`config.mk`:
```
export PLATFORM = sky130hd
export DESIGN_NAME = spi_master
export DESIGN_NICKNAME = d
export VERILOG_FILES = /design/src/rtl/spi_master.sv
export SDC_FILE = /design/constraint.sdc
export NUM_CORES = 1
export LEC_CHECK = 0
export ABC_AREA = 1
export CORE_MARGIN = 1.5
export CORE_UTILIZATION = 50
export DETAILED_ROUTE_END_ITERATION = 8
export GPL_ROUTABILITY_DRIVEN = 0
export PLACE_DENSITY_LB_ADDON = 0.1
export SYNTH_ARGS = -nofsm -noshare
export SYNTH_HDL_FRONTEND = slang
export SYNTH_SLANG_ARGS = --single-unit
```
`constraint.sdc`:
```
create_clock -name sysClk -period 2.2 [get_ports sysClk]
set_input_delay 0.55 -clock sysClk [delete_from_list [all_inputs] [get_ports sysClk]]
set_output_delay 0.55 -clock sysClk [all_outputs]
set_load 0.02 [all_outputs]
```
`src/rtl/spi_master.sv`:
```
// spi_master: SPI mode-0 master (CPOL=0, CPHA=0) with 8-bit frames and
// multi-byte bursts (cs held low between bytes). Everything runs on sysClk.
// Optional build macro SPI_LSB_FIRST_EN: frames go LSB first instead of MSB first.
//
// Handshake: a byte is accepted on any sysClk edge where start=1 and ready=1;
// tx_byte and last are captured on that edge only. rx_valid is a one-cycle
// pulse on the edge rx_byte takes the newly received byte.
module spi_master #(
  parameter int CLK_DIV  = 4,
  parameter int CS_SETUP = 2,
  parameter int CS_HOLD  = 2
) (
  input  logic       sysClk,
  input  logic       reset,
  input  logic       start,
  input  logic [7:0] tx_byte,
  input  logic       last,
  output logic       ready,
  output logic [7:0] rx_byte,
  output logic       rx_valid,
  output logic       busy,
  output logic       spiClk,
  output logic       cs,
  output logic       mosi,
  input  logic       miso,
  output logic [2:0] state_dbg
);

  typedef enum logic [2:0] {
    S_IDLE  = 3'd0,
    S_SETUP = 3'd1,
    S_LO    = 3'd2,
    S_HI    = 3'd3,
    S_WAIT  = 3'd4,
    S_HOLD  = 3'd5,
    S_GAP   = 3'd6
  } state_t;

  localparam int CW = 16;

  state_t        state, state_next;
  logic [CW-1:0] cnt;
  logic [2:0]    bit_cnt;
  logic [7:0]    tx_sh;
  logic [6:0]    rx_sh;
  logic [7:0]    rx_next;
  logic [7:0]    tx_shifted;
  logic          last_q;
  logic [1:0]    miso_ff;
  logic          miso_sync;
  logic          accept;
  logic          setup_done, div_done, hold_done;
  logic          bit_done, byte_done;

  assign miso_sync  = miso_ff[1];
  assign accept     = start && ready;
  assign setup_done = (cnt == CW'(CS_SETUP - 1));
  assign div_done   = (cnt == CW'(CLK_DIV - 1));
  assign hold_done  = (cnt == CW'(CS_HOLD - 1));
  assign bit_done   = (state == S_HI) && div_done;
  assign byte_done  = bit_done && (bit_cnt == 3'd7);

  // mosi is the outgoing end of the tx shift register, so it is a flop output
  // and changes only on load or on the edge where spiClk falls.
`ifdef SPI_LSB_FIRST_EN
  assign mosi       = tx_sh[0];
  assign tx_shifted = {1'b0, tx_sh[7:1]};
  assign rx_next    = {miso_sync, rx_sh};
`else
  assign mosi       = tx_sh[7];
  assign tx_shifted = {tx_sh[6:0], 1'b0};
  assign rx_next    = {rx_sh, miso_sync};
`endif

  // Two-flop synchronizer for the asynchronous miso pin
  always_ff @(posedge sysClk or posedge reset) begin
    if (reset) miso_ff <= 2'b00;
    else       miso_ff <= {miso_ff[0], miso};
  end

  // State register with a phase counter that restarts on every state change
  always_ff @(posedge sysClk or posedge reset) begin
    if (reset) begin
      state <= S_IDLE;
      cnt   <= '0;
    end else begin
      state <= state_next;
      if (state_next != state) cnt <= '0;
      else                     cnt <= cnt + 1'b1;
    end
  end

  // Next-state logic: frame sequencing and half-period timing
  always_comb begin
    state_next = state;
    case (state)
      S_IDLE:  if (start) state_next = S_SETUP;
      S_SETUP: if (setup_done) state_next = S_LO;
      S_LO:    if (div_done) state_next = S_HI;
      S_HI: begin
        if (div_done) begin
          if (bit_cnt == 3'd7) state_next = last_q ? S_HOLD : S_WAIT;
          else                 state_next = S_LO;
        end
      end
      S_WAIT:  if (start) state_next = S_LO;
      S_HOLD:  if (hold_done) state_next = S_GAP;
      S_GAP:   if (hold_done) state_next = S_IDLE;
      default: state_next = S_IDLE;
    endcase
  end

  // Status outputs decoded from the current state
  always_comb begin
    ready     = (state == S_IDLE) || (state == S_WAIT);
    busy      = (state != S_IDLE);
    state_dbg = state;
  end

  // Pin registers: cs and spiClk are registered from the next state so they
  // are glitch-free and change on the same edge as the state itself
  always_ff @(posedge sysClk or posedge reset) begin
    if (reset) begin
      cs     <= 1'b1;
      spiClk <= 1'b0;
    end else begin
      cs     <= (state_next == S_IDLE) || (state_next == S_GAP);
      spiClk <= (state_next == S_HI);
    end
  end

  // Shift datapath: load on accept, sample at the end of each high phase
  always_ff @(posedge sysClk or posedge reset) begin
    if (reset) begin
      tx_sh    <= '0;
      rx_sh    <= '0;
      bit_cnt  <= '0;
      last_q   <= 1'b0;
      rx_byte  <= '0;
      rx_valid <= 1'b0;
    end else begin
      rx_valid <= 1'b0;
      if (accept) begin
        tx_sh   <= tx_byte;
        last_q  <= last;
        bit_cnt <= '0;
      end else if (bit_done) begin
        bit_cnt <= bit_cnt + 1'b1;
`ifdef SPI_LSB_FIRST_EN
        rx_sh   <= rx_next[7:1];
`else
        rx_sh   <= rx_next[6:0];
`endif
        // Keep the last bit on mosi after the byte; the next load replaces it
        if (!byte_done) tx_sh <= tx_shifted;
        if (byte_done) begin
          rx_byte  <= rx_next;
          rx_valid <= 1'b1;
        end
      end
    end
  end

endmodule

```
==> results.yml, run 1 <==
status:
  status: "completed"
die:
  fp.dieArea_mm2: 0.00536
  std_cell_rows: 25
  die_h_um: 73.2
  initial_utilization_pct: 52.2
  io_pins: 30
  die_w_um: 73.2
  core-area_mm2: 0.00472
critical_path:
  reg2reg_to: "cnt[2]$_DFF_PP0_"
  critical-path-max-stage-delay_ps: 550
  crit_type: "flop to primary output"
  crit_path_start_kind: "flop"
  cp-end-kind: "primary output"
  crit_arrival_ps: 1590
  ff2ff_path_depth: 12
  rrSetupSlack_ps: 300
  cp.required_ps: 1650
  path_cells: "nor2_2 -> nand2_1 -> clkdlybuf4s50_1"
  path_max_fanout: 7
  slowest_stage: "clkdlybuf4s50_1"
  worstReg2RegStart: "bit_cnt[0]$_DFFE_PP0P_"
drt:
  via_per_inst: 4.94
  ant_nets: 0
  drtPass1Iterations: 4
  num_vias: 1928
  drtIter0Drc: 110
  wl_per_cell_um: 11.6
  wl_mm: 4.52
  route.detailed.drc: 0
finish:
  final_cells: 390
  final-seq-area_mm2: 0.00128
  final_nets: 339
  diodes: 0
  final_area_mm2: 0.00296
  area_growth_pct: 19.8
  multiInputGateArea_mm2: 0.00103
  fillers: 427
  drive_gt1_share_pct: 9.91
synthesis:
  yosysWarnings: 0
  yosysSeqAreaShare_pct: 51.8
  synth_area_leaders: "dfrtp_1 51%, nand2_1 10%, nand3_1 5.3%"
  synthesis.area_mm2: 0.00247
  yosys.area.top_type: "dfrtp_1"
  synthesis.nets: 302
  ys_types: 31
  yosysTopAreaCellShare_pct: 50.7
  synth_cells: 285
  synth_seq_cells: 51
  syn_avg_cell_area_um2: 8.66
worst_hold_path:
  hold_class: "flop to flop"
  hold_path_end: "miso_ff[1]$_DFF_PP0_"
  whs_path_depth: 0
  min_from: "miso_ff[0]$_DFF_PP0_"
sta:
  fin_crit_ps: 2140
  finalHoldViolCount: 0
  clock_skew_ps: 10.9
  rsz0062_at_grt: "no"
  slew_headroom_pct: 75.4
  setup_tns_ps: 0
  final-max-slew-violation-count: 0
  fin_ws_ps: 63.2
  hold_slack_ps: 350
  setup_viol: 0
  worst_slew_pin_slew_ps: 366
  fmax_mhz: 468
  finalCritPeriodShare_pct: 97.1
placed_design:
  place_hpwl_mm: 3.28
  dpl.cell_count: 382
  portBuffers: 29
  place_ws_ps: 242
  placed_cell_area_mm2: 0.00286
power_and_ir_drop:
  power_density_mw_per_mm2: 904
  peakVddDrop_v: 0.000430
  p_leak_nw: 1.34
global_route:
  grtUsageMet1_pct: 25.2
  grt_pass1_vias: 1797
  antenna_found_initial: 0
  use_met2_pct: 30.6
  grt_usage_pct: 19.0
  grt_max_degree: 52
  grt_use_met3_pct: 4.28
  overflow: 0
  busiest_layer: "met2"
  grt_pass1_wl_mm: 7.85
clocking:
  cts_hold_buf: 0
  cts_resized: 0
  path_clk_slew_ps: 90
  clk_path_buf_depth: 2
  h-tree-depth: 2
  cts_tree: "done"
  cts_made_buffers: 5
  clock_latency_ps: 300
  cts_root_buf: "clkbuf_8"
  numClockSinks: 51
  post_cts_buffers: 0
run:
  maxCapViolations: 0
-- layout make-up --
type                    count  share of cell area (%)
clock inverters             2                   0.550
clock buffers               6                    2.45
multi-input cells         194                    34.7
repair buffers             34                    11.6
inverters                  36                    4.57
flip-flops and latches     51                    43.3
well taps                  67                    2.84
-- metrics by stage --
stage                     utilization, %  power [W]
after detailed placement            60.6    0.00217
after global routing                62.6    0.00288
final                               62.6    0.00267
after global placement              60.6    0.00215
after floorplan                        -    0.00191
after CTS                           62.5    0.00272
-- sequential cells by signal (all words and copies together) (netlist names) --
signal / flops
state_dbg: 3
rx_sh: 7
last_q: 1
tx_sh: 8
bit_cnt: 3
rx_byte: 8
miso_ff: 2
rx_valid: 1
cs: 1
cnt: 16
spiClk: 1
-- worst max path at each step --
stage	from	to	slack [ps]	depth (start not counted)
after floorplan	state_dbg[0]$_DFF_PP0_	cnt[12]$_DFF_PP0_	380	10
after global placement	start	cnt[1]$_DFF_PP0_	290	10
after detailed placement	start	cnt[2]$_DFF_PP0_	240	9
after CTS	state_dbg[2]$_DFF_PP0_	busy	10	3
after global routing	state_dbg[0]$_DFF_PP0_	busy	0.2	3
final	state_dbg[0]$_DFF_PP0_	busy	60	3
-- placed cells by master, fill, tap and decap left out --
master and count:
nand2_1 69, dfrtp_1 49, inv_1 33, nor2_1 29, clkdlybuf4s50_1 28, nand3_1 26, o21ai_0 13, xor2_1 8
o21ai_1 7, nand4_1 5, clkbuf_8 5, nor2_2 4, nor3_1 4, nor4_1 4, ha_1 4, buf_4 4
nor2_4 3, inv_2 3, nand2_2 3, xnor2_1 3, nand3_4 2, a22o_1 2, o211ai_1 2, nand3_2 1
nor2_8 1, o21a_1 1, and2_1 1, o21ai_2 1, a32oi_1 1, clkbuf_1 1, clkinvlp_4 1, inv_6 1
dfstp_2 1, dlymetal6s2s_1 1, buf_12 1, dfrtp_2 1
-- cells by family after synthesis --
| family | after synthesis | share of synthesized area [%] |
|---|---|---|
| flip-flops | 51 | 51.8 |
| AO/OA/AOI/OAI | 27 | 6.39 |
| XOR/XNOR | 11 | 3.90 |
| buffers and inverters | 40 | 6.59 |
| AND/OR/NAND/NOR | 152 | 29.3 |
| adder cells (fa/ha/maj) | 4 | 2.03 |
-- Yosys cell counts --
master    count
o21ai_0      13
nand3_1      26
inv_1        34
dfrtp_1      50
nor2_4        3
xnor2_1       3
nor2_2        4
clkbuf_1      1
dfstp_2       1
nand2_2       3
o21ai_1       7
o21ai_2       1
and2_1        1
buf_1         1
ha_1          4
nor3_1        4
nor2_8        1
a32oi_1       1
nand3_4       2
o211ai_1      2
a22o_1        2
nor2_1       29
buf_8         1
buf_2         1
nand2_1      69
xor2_1        8
inv_2         2
nand3_2       1
nand4_1       5
nor4_1        4
o21a_1        1
-- power breakdown --
group | total, W | leakage (nW) | internal (W) | switching [W]
Sequential | 0.00120 | 0.682 | 0.00110 | 0.000106
Combinational | 0.000930 | 0.621 | 0.000357 | 0.000573
Clock | 0.000538 | 0.0418 | 0.000229 | 0.000309
-- critical path, delay by kind of cell, from the launching register on --
| kind | cells | cell delay [ps] |
|---|---|---|
| buffers and inverters | 1 | 550 |
| flip-flops | 1 | 470 |
| AND/OR/NAND/NOR | 2 | 270 |
-- per-layer routing --
metal / up-vias / part of all wire (%)
li1: 988 / -
met1: 911 / 48
met2: 23 / 48
met5: - / 0
met4: 0 / 1.2
met3: 6 / 2.4
Power figures use the tool's default switching activity.
==> inputs of run 2 (changes only) <==
CORE_ASPECT_RATIO = 0.8   (was not set)
CORE_MARGIN = 5   (was 1.5)
SLEW_MARGIN = 20   (was not set)
==> run 2 against run 1 <==
Compared with the run above:
- sequential power barely moved
- register-to-register slack got worse by 20 ps
- cell count fell by 1.5%
- sequential share of layout area barely moved
- die area rose by 20%
- flip-flop and latch count did not move
- non-clock buffer count rose by 1
- largest cell class unchanged
==> results.yml, run 2 (synthesis results as in run 1) <==
critical_path:
  crit_path_start_kind: "flop"
  path_max_fanout: 7
  slowest_stage: "clkdlybuf4s50_1"
  rrSetupSlack_ps: 280
  cp-end-kind: "primary output"
  critical-path-max-stage-delay_ps: 660
  worstReg2RegStart: "bit_cnt[0]$_DFFE_PP0P_"
  reg2reg_to: "cnt[0]$_DFF_PP0_"
  cp-endpoint: "state_dbg[0]"
  cp_top_family: "buffers and inverters"
  startpoint: "state_dbg[0]$_DFF_PP0_"
  worst-path-stages: 1
  cp.buffers_inverters: 1
  ff2ff_path_depth: 12
  crit_type: "flop to primary output"
  crit_arrival_ps: 1480
  cp.required_ps: 1650
  path_cells: "clkdlybuf4s50_1"
finish:
  regMostFlops: "cnt"
  area_growth_pct: 20.0
  final_area_mm2: 0.00296
  largest_reg_flops: 16
  reg_top3: "cnt x16, rx_byte x8, tx_sh x8"
  final_cells: 384
  layout_commonest_cell: "nand2_1"
  final_nets: 340
  diodes: 0
  final_cell_mix: "69 x nand2_1, 48 x dfrtp_1, 33 x inv_1"
  drive_gt1_share_pct: 10.8
clocking:
  clk_path_buf_depth: 2
  numClockSinks: 51
  path_clk_slew_ps: 100
  h-tree-depth: 2
  cts_made_buffers: 5
  post_cts_buffers: 0
  cts_tree: "done"
  cts_hold_buf: 0
  cts_resized: 0
  clock_latency_ps: 310
  cts_root_buf: "clkbuf_8"
sta:
  setup_tns_ps: 0
  rsz0062_at_grt: "no"
  final-max-slew-violation-count: 0
  slew_headroom_pct: 74.8
  fin_crit_ps: 2030
  hold_slack_ps: 363
  worst_slew_pin_slew_ps: 374
  finalCritPeriodShare_pct: 92.2
  fmax_mhz: 493
  clock_skew_ps: 8.82
  finalHoldViolCount: 0
  setup_viol: 0
drt:
  wl_mm: 4.87
  drtIter0Drc: 143
  route.detailed.drc: 0
  wl_per_cell_um: 12.7
  via_per_inst: 5.04
  wl_met3_um: 297
  top_layer: "met4"
  num_vias: 1937
  wl_met2_mm: 2.08
  ant_nets: 0
  route.layer.met1.wl_mm: 2.44
  drtPass1Iterations: 4
run:
  maxCapViolations: 0
global_route:
  grt_usage_pct: 16.8
  overflow: 0
  grt_pass1_wl_mm: 8.53
  grt_max_degree: 52
  grt_pass1_vias: 1828
  antenna_found_initial: 0
worst_hold_path:
  whs_path_depth: 0
  hold_class: "flop to flop"
  min_from: "miso_ff[0]$_DFF_PP0_"
placed_design:
  portBuffers: 29
  placed_cell_area_mm2: 0.00286
  place_hpwl_mm: 3.54
  dpl.cell_count: 376
die:
  core-area_mm2: 0.00468
  die_h_um: 72.8
  initial_utilization_pct: 52.7
  io_pins: 30
  die_w_um: 88.5
  std_cell_rows: 22
  fp.dieArea_mm2: 0.00645
power_and_ir_drop:
  total_power_w: 0.00271
  comb_power_share_pct: 34.8
  peakVddDrop_v: 0.000628
  p_leak_nw: 1.36
  p_seq_share_pct: 44.8
  switchingPower_w: 0.00102
  power.internal_w: 0.00169
  sw_frac_of_total_pct: 37.8
  power_density_mw_per_mm2: 915
  p_clk_share_pct: 20.3
status:
  status: "completed"
run 2: area by class of cell:
cell class / count / area (um^2)
clock buffer: 5 / 68.8
sequential: 51 / 1280
inverter: 36 / 135
multi-input combinational: 194 / 1030
fill: 420 / 1720
clock inverter: 3 / 22.5
tap: 60 / 75.1
timing repair buffer: 35 / 353
run 2: how the worst min path moves through the flow:
| stage | endpoint | slack, ps |
|---|---|---|
| after floorplan | miso_ff[1]$_DFF_PP0_ | 330 |
| after global placement | miso_ff[1]$_DFF_PP0_ | 330 |
| after detailed placement | miso_ff[1]$_DFF_PP0_ | 340 |
| after CTS | miso_ff[1]$_DFF_PP0_ | 360 |
| after global routing | miso_ff[1]$_DFF_PP0_ | 390 |
| final | miso_ff[1]$_DFF_PP0_ | 360 |
run 2: stage by stage:
| stage | setup slack (ps) | utilization (%) |
|---|---|---|
| 6_report | 172 | 63.3 |
| 5_1_grt | 72.0 | 63.3 |
| 4_1_cts | 15.2 | 63.1 |
| 3_5_place_dp | 226 | 61.2 |
| 3_3_place_gp | 254 | 61.2 |
| 2_1_floorplan | 381 | - |
run 2: per-layer routing:
| metal | vias to the layer above | GRT usage (%) |
|---|---|---|
| met5 | - | 0 |
| met4 | 0 | 4.53 |
| met3 | 6 | 5.42 |
| met2 | 62 | 23.8 |
| met1 | 880 | 24.7 |
| li1 | 989 | - |
run 2: power by group through the flow:
stage               clock network (W)  logic, W  registers, W
global placement                    0  0.000931       0.00122
CTS                          0.000575  0.000959       0.00121
global route                 0.000624   0.00106       0.00123
detailed placement                  0  0.000949       0.00123
finish                       0.000551  0.000944       0.00122
floorplan                           0  0.000655       0.00125
